**src/rtl/issue_pkg.sv**
```systemverilog
// Shared types and helpers for the issue-queue age arbiter.
// Helpers operate on a 32-bit mask so any slot count up to the maximum can use them.
package issue_pkg;

    localparam int NUM_SLOTS_DEFAULT = 8;
    localparam int MAX_SLOTS         = 32;

    typedef logic [$clog2(NUM_SLOTS_DEFAULT)-1:0] slot_idx_t;
    typedef logic [NUM_SLOTS_DEFAULT-1:0]         slot_mask_t;
    typedef logic [MAX_SLOTS-1:0]                 wide_mask_t;
    typedef logic [$clog2(MAX_SLOTS)-1:0]         wide_idx_t;

    function automatic wide_idx_t onehot_to_idx(input wide_mask_t oh);
        wide_idx_t idx;
        idx = '0;
        for (int i = 0; i < MAX_SLOTS; i++) begin
            if (oh[i]) begin
                idx = idx | wide_idx_t'(i);
            end
        end
        return idx;
    endfunction

    function automatic wide_mask_t lowest_set_onehot(input wide_mask_t v);
        return v & (~v + wide_mask_t'(1));
    endfunction

endpackage

```
**src/rtl/issue_age_matrix.sv**
```systemverilog
// Age matrix: older_q[i][j] set means slot i was allocated before slot j.
// Produces a one-hot select of the oldest eligible slot.
module issue_age_matrix
    import issue_pkg::*;
#(
    parameter int NUM_SLOTS = NUM_SLOTS_DEFAULT
) (
    input  logic                 clk,
    input  logic                 reset,
    input  logic                 clear,
    input  logic [NUM_SLOTS-1:0] alloc_oh,
    input  logic [NUM_SLOTS-1:0] dealloc_oh,
    input  logic [NUM_SLOTS-1:0] busy,
    input  logic [NUM_SLOTS-1:0] eligible,
    output logic [NUM_SLOTS-1:0] select
);

    logic [NUM_SLOTS-1:0] older_q [NUM_SLOTS];
    logic [NUM_SLOTS-1:0] older_d [NUM_SLOTS];
    logic [NUM_SLOTS-1:0] cand;

    // A new entry is younger than everything busy; a freed entry loses all age relations.
    always_comb begin
        for (int i = 0; i < NUM_SLOTS; i++) begin
            for (int j = 0; j < NUM_SLOTS; j++) begin
                older_d[i][j] = older_q[i][j];
                if (alloc_oh[i]) begin
                    older_d[i][j] = 1'b0;
                end
                if (alloc_oh[j] && (i != j)) begin
                    older_d[i][j] = busy[i];
                end
                if (dealloc_oh[i] || dealloc_oh[j]) begin
                    older_d[i][j] = 1'b0;
                end
            end
        end
    end

    always_ff @(posedge clk) begin
        for (int i = 0; i < NUM_SLOTS; i++) begin
            if (reset || clear) begin
                older_q[i] <= '0;
            end else begin
                older_q[i] <= older_d[i];
            end
        end
    end

    // Busy entries are totally ordered, so the lowest-index pick only matters for unreachable ties.
    always_comb begin
        cand = eligible;
        for (int i = 0; i < NUM_SLOTS; i++) begin
            for (int j = 0; j < NUM_SLOTS; j++) begin
                if (eligible[j] && older_q[j][i]) begin
                    cand[i] = 1'b0;
                end
            end
        end
        select = cand & (~cand + NUM_SLOTS'(1));
    end

endmodule

```
**src/rtl/issue_age_arbiter.sv**
```systemverilog
// Issue-queue controller: allocates the lowest free slot to dispatch and
// grants the oldest requesting slot to the single functional-unit port.
module issue_age_arbiter
    import issue_pkg::*;
#(
    parameter  int NUM_SLOTS  = NUM_SLOTS_DEFAULT,
    localparam int SLOT_IDX_W = $clog2(NUM_SLOTS),
    localparam int FC_W       = $clog2(NUM_SLOTS + 1)
) (
    input  logic                  clk,
    input  logic                  reset,
    input  logic                  dis_valid,
    output logic                  dis_ready,
    output logic [SLOT_IDX_W-1:0] dis_slot,
    output logic [NUM_SLOTS-1:0]  slot_write,
    input  logic [NUM_SLOTS-1:0]  slot_request,
    input  logic                  fu_ready,
    output logic [NUM_SLOTS-1:0]  slot_grant,
    output logic                  issue_valid,
    output logic [SLOT_IDX_W-1:0] issue_slot,
    input  logic                  flush,
    output logic [FC_W-1:0]       free_count
);

    logic [NUM_SLOTS-1:0] busy_q, busy_d;
    logic [FC_W-1:0]      free_count_q, free_count_d;
    logic [NUM_SLOTS-1:0] free_oh;
    logic [NUM_SLOTS-1:0] eligible;
    wide_mask_t           free_wide;
    wide_mask_t           grant_wide;

    // Allocation looks only at registered busy, so a slot freed this cycle waits a cycle.
    always_comb begin
        free_wide                  = '0;
        free_wide[NUM_SLOTS-1:0]   = ~busy_q;
        free_oh                    = NUM_SLOTS'(lowest_set_onehot(free_wide));
        dis_slot                   = SLOT_IDX_W'(onehot_to_idx(free_wide & lowest_set_onehot(free_wide)));
        dis_ready                  = (|(~busy_q)) && !flush && !reset;
        slot_write                 = (dis_valid && dis_ready) ? free_oh : '0;
    end

    assign eligible = slot_request & busy_q & {NUM_SLOTS{fu_ready && !flush && !reset}};

    issue_age_matrix #(
        .NUM_SLOTS (NUM_SLOTS)
    ) u_age (
        .clk        (clk),
        .reset      (reset),
        .clear      (flush),
        .alloc_oh   (slot_write),
        .dealloc_oh (slot_grant),
        .busy       (busy_q),
        .eligible   (eligible),
        .select     (slot_grant)
    );

    always_comb begin
        grant_wide                = '0;
        grant_wide[NUM_SLOTS-1:0] = slot_grant;
        issue_valid               = |slot_grant;
        issue_slot                = SLOT_IDX_W'(onehot_to_idx(grant_wide));
    end

    // Grant and allocation in the same cycle cancel out in the free count.
    always_comb begin
        busy_d       = (busy_q & ~slot_grant) | slot_write;
        free_count_d = free_count_q;
        case ({|slot_write, |slot_grant})
            2'b10:   free_count_d = free_count_q - FC_W'(1);
            2'b01:   free_count_d = free_count_q + FC_W'(1);
            default: free_count_d = free_count_q;
        endcase
    end

    always_ff @(posedge clk) begin
        if (reset || flush) begin
            busy_q       <= '0;
            free_count_q <= FC_W'(NUM_SLOTS);
        end else begin
            busy_q       <= busy_d;
            free_count_q <= free_count_d;
        end
    end

    assign free_count = free_count_q;

endmodule

```
**config.mk**
```make
export PLATFORM = sky130hd
export DESIGN_NAME = issue_age_arbiter
export DESIGN_NICKNAME = d
export VERILOG_FILES = /design/src/rtl/issue_pkg.sv /design/src/rtl/issue_age_matrix.sv /design/src/rtl/issue_age_arbiter.sv
export SDC_FILE = /design/constraint.sdc
export NUM_CORES = 1
export LEC_CHECK = 0
export BUFFER_PORTS_ARGS = -buffer_cell sky130_fd_sc_hd__buf_4
export CELL_PAD_IN_SITES_DETAIL_PLACEMENT = 0
export CELL_PAD_IN_SITES_GLOBAL_PLACEMENT = 2
export CORE_MARGIN = 2
export CORE_UTILIZATION = 33
export CTS_BUF_LIST = sky130_fd_sc_hd__clkbuf_4 sky130_fd_sc_hd__clkbuf_8
export DETAILED_ROUTE_END_ITERATION = 10
export PLACE_DENSITY_LB_ADDON = 0.1
export SLEW_MARGIN = 25
export SYNTH_ARGS = -nofsm -noshare
export SYNTH_HDL_FRONTEND = slang
export SYNTH_HIERARCHICAL = 1
export SYNTH_SLANG_ARGS = --single-unit
```
**constraint.sdc**
```tcl
create_clock -name clk -period 3.2 [get_ports clk]
set_input_delay 0.16 -clock clk [delete_from_list [all_inputs] [get_ports clk]]
set_output_delay 0.16 -clock clk [all_outputs]
set_load 0.005 [all_outputs]
```
==> impl_metrics.toml <==
[setup_path]
critical-path-max-stage-delay_ns = 0.52
cp_num_buf_inv = 2
cp_data_required_time_ns = 3.44
series_of_cell_instances_along_the_critical_path = "and3_4 -> buf_12 -> a22o_1 -> a221oi_2 -> nand4_1 -> nor3b_4 -> or4_4 -> nand2b_4 -> ha_4 -> inv_4 -> ha_2 -> nand3_4 -> and3_4 -> nor3_1 -> nand3b_1"
crit_path_frequent_cell = "sky130_fd_sc_hd__and3_4"
critPathSlowestCell = "sky130_fd_sc_hd__or4_4"
path_class = "reg2reg"
end_kind = "flip-flop"
cp_top_family = "simple AND/OR/NAND/NOR gates"
startpoint_class_of_the_critical_path = "flip-flop"
crit_fanout = 6
cp.arrival_ns = 3.42

[cells_and_area]
nFillCells = 1086
area_added_between_synthesis_and_finish_pct = 29.7
drive_gt1_share_pct = 33.3
insertedDiodeCount = 0
layoutNonFillerInstCount = 629
nets = 501

[grt]
grt_first_pass_wirelength_um = 20900
grt_util_all_layers_pct = 24.2
global_route.overflow_total = 0
grt_antenna_before_repair = 0
grt_start_max_net_pins = 31
grt_pass1_vias = 3542

[power]
worst_vdd_ir_mv = 0.159
pwr-share-comb_pct = 4.9
leakage_nw = 1.71
total_switching_power_uw = 429
total_power_mw = 1.68
power.share.switching_pct = 25.5
internal-power_mw = 1.25
p_clk_share_pct = 44.6
power_density_nw_per_um2 = 361
pwr-share-seq_pct = 50.5

[synth]
synth_nets = 440
synthDominantAreaCellType = "sky130_fd_sc_hd__dfxtp_1"
ys.flop_type = "sky130_fd_sc_hd__dfxtp_1"
synth_seq_area_share_pct = 38.0
synthDominantCellAreaShare_pct = 38.0
synth_enable_flop_cells = 0
async_reset_ff_share_pct = 0
synthesis.yosys.warnings = 6
synth.cell_area_um2 = 3580
synth_area_per_cell_um2 = 8.47
synth_cell_type_count = 51
post_synth_inst_count = 423
netlist_top_cells_area = "sky130_fd_sc_hd__dfxtp_1 38%, sky130_fd_sc_hd__nor3b_1 12%, sky130_fd_sc_hd__a21oi_1 8.2%"
postSynthRegisterBits = 68

[sta]
drv_slew = 0
max-slew-margin-rel_pct = 52.1
rsz_0062_raised_after_global_routing = "yes"
fmax_ghz = 0.314
period_needed_ns = 3.18
setup-violations-final = 0
tightest_slew_ns = 0.719
timing_hold_violations_final = 0
worst_hold_slack_ns = 0.142
postLayoutSetupSlackWorst_ns = 0.0182
finalCritPeriodShare_pct = 99.4
worst_clock_skew_ns = 0.0176

[clock_tree]
cts_tree = "built"
numCtsBuffers = 9
cts_max_path_buffers = 2
clock_latency_of_the_later_clocked_register_in_the_worst_skew_pair_ns = 0.36
cts_max_level = 3
cts.reportedPaths.clkPinSlew_ns = 0.08
clkSinkCount = 68
post_cts_hold_buffer_count = 0
cts.root.buffer_cell = "sky130_fd_sc_hd__clkbuf_8"

[die]
dieArea_um2 = 11700
fp.dieH_um = 108
io_pins = 41
die_width_um = 108
start_util_pct = 33.5
fp.coreArea_um2 = 10700
num_rows = 38

[outcome]
outcome = "complete, no violations"

[detailed_routing]
post_drt_via_cell_ratio = 5.78
antenna_left = 0
routed_wire_length_per_instance_um = 22.0
drt_iter0_drc = 217
finalWirelength_um = 13800
remaining_drc_errors = 0
detail_route.first_pass.iterations = 5
routed-via-count = 3638

[placed_design]
numPlacedInstances = 608
pre_cts_slack_ns = -0.257
dp_hpwl_um = 8920
portBuffers = 40
gp_routability_congestion = 0.838

[job]
timing.max_cap.violations = 0

[worst_hold_path]
hold_path.class = "in2reg"
[sequential cells by signal (all words and copies together), names as in the netlist]
| signal | flops |
|---|---|
| u_age/older_q | 56 |
| free_count | 4 |
| busy_q | 8 |
[cell usage in the layout, fill, tap and decap left out, types with 4 or more instances in the layout]
cell	n
sky130_fd_sc_hd__mux2_2	4
sky130_fd_sc_hd__nor4_1	31
sky130_fd_sc_hd__nor3_1	27
sky130_fd_sc_hd__dfxtp_1	63
sky130_fd_sc_hd__nand2_1	18
sky130_fd_sc_hd__clkinv_4	4
sky130_fd_sc_hd__nand4_1	8
sky130_fd_sc_hd__a22o_1	7
sky130_fd_sc_hd__clkbuf_8	9
sky130_fd_sc_hd__buf_4	92
sky130_fd_sc_hd__a22oi_1	8
sky130_fd_sc_hd__nor3b_1	56
sky130_fd_sc_hd__a221oi_2	7
sky130_fd_sc_hd__nor2_1	19
sky130_fd_sc_hd__and3_4	8
sky130_fd_sc_hd__a21oi_1	58
sky130_fd_sc_hd__nand3_1	4
[cell type report]
class	count	area [µm²]	share of cell area, %
clock buffer	9	124	2.67
timing repair buffer	93	711	15.3
sequential	68	1370	29.5
multi-input combinational	309	2170	46.6
tap	140	175	3.77
inverter	3	13.8	0.296
clock inverter	7	82.6	1.78
[worst register-to-register path, delay by kind of cell (launching register included)]
family	cells	cell delay (ns)
buffers and inverters	2	0.21
adder cells (fa/ha/maj)	2	0.45
AO/OA/AOI/OAI	2	0.40
flip-flops	1	0.33
AND/OR/NAND/NOR	9	1.69
[power groups by stage]
stage	sequential, mW	clock, mW	combinational, mW
floorplan	0.869	0	0.0409
global placement	0.868	0	0.0784
detailed placement	0.868	0	0.0782
CTS	0.848	0.767	0.0790
global route	0.848	0.805	0.0880
finish	0.848	0.749	0.0817
[synth_stat cells (2+ instances only)]
library cell               number
sky130_fd_sc_hd__nand4_1        8
sky130_fd_sc_hd__a21boi_0       2
sky130_fd_sc_hd__and3_1         8
sky130_fd_sc_hd__nor2_1        20
sky130_fd_sc_hd__clkbuf_1      30
sky130_fd_sc_hd__nor4_1        31
sky130_fd_sc_hd__a21oi_1       59
sky130_fd_sc_hd__a211oi_1       2
sky130_fd_sc_hd__a31oi_1        2
sky130_fd_sc_hd__nand3b_1       2
sky130_fd_sc_hd__nor3b_1       59
sky130_fd_sc_hd__ha_1           3
sky130_fd_sc_hd__a221oi_2       2
sky130_fd_sc_hd__clkbuf_2       2
sky130_fd_sc_hd__nand2b_1       3
sky130_fd_sc_hd__buf_6          4
sky130_fd_sc_hd__nand3_1        5
sky130_fd_sc_hd__nand2_1       19
sky130_fd_sc_hd__dfxtp_1       68
sky130_fd_sc_hd__or3_1          2
sky130_fd_sc_hd__a22oi_1        9
sky130_fd_sc_hd__a221oi_1       6
sky130_fd_sc_hd__buf_2          3
sky130_fd_sc_hd__inv_1          3
sky130_fd_sc_hd__nor3_1        30
sky130_fd_sc_hd__buf_4          2
sky130_fd_sc_hd__mux2_2         4
sky130_fd_sc_hd__o21ai_0        3
sky130_fd_sc_hd__a22o_1         7
sky130_fd_sc_hd__or2_2          2
sky130_fd_sc_hd__or4_1          3
[metal layers]
metal | GRT usage [%] | up-vias | routed length, µm
met1 | 32.2 | 1800 | 6430
met2 | 40.7 | 98 | 6590
met5 | 0 | - | 0
met4 | 7.69 | 0 | 252
met3 | 2.95 | 21 | 580
li1 | - | 1719 | -
[stage by stage]
stage	instance area, µm²	utilization, %	setup TNS [ns]
detailed placement	4320	40.4	-0.519
floorplan	3700	-	-0.155
global route	4650	43.4	-0.409
finish	4650	43.4	0
CTS	4600	43.0	0
global placement	4320	40.4	-0.461
[repair_timing]
action,CTS,global route
pin swaps,9,8
setup endpoints to repair,1,3
buffers inserted,3,2
resized for setup,13,6
[cell families (layout without fill, tap and decap cells)]
group           Yosys count  after routing  synth area share (%)
simple gates            204            204                  35.5
compound gates           94             94                  16.2
flops                    68             68                  38.0
buf+inv                  46            112                  6.64
mux                       5              5                  1.54
fa+ha+maj                 4              4                  1.61
xor+xnor                  2              2                 0.489
[worst paths after layout]
kind	start	to	slack, ns	cells past startpoint
worst min register to register	free_count[3]$_SDFFE_PP1P_	free_count[3]$_SDFFE_PP1P_	0.56	3
worst min-delay path	dis_valid	busy_q[6]$_SDFF_PP0_	0.14	3
worst max-delay path	busy_q[3]$_SDFF_PP0_	free_count[3]$_SDFFE_PP1P_	0.02	15
worst max register to register	busy_q[3]$_SDFF_PP0_	free_count[3]$_SDFFE_PP1P_	0.02	15
Power figures use the tool's default switching activity.
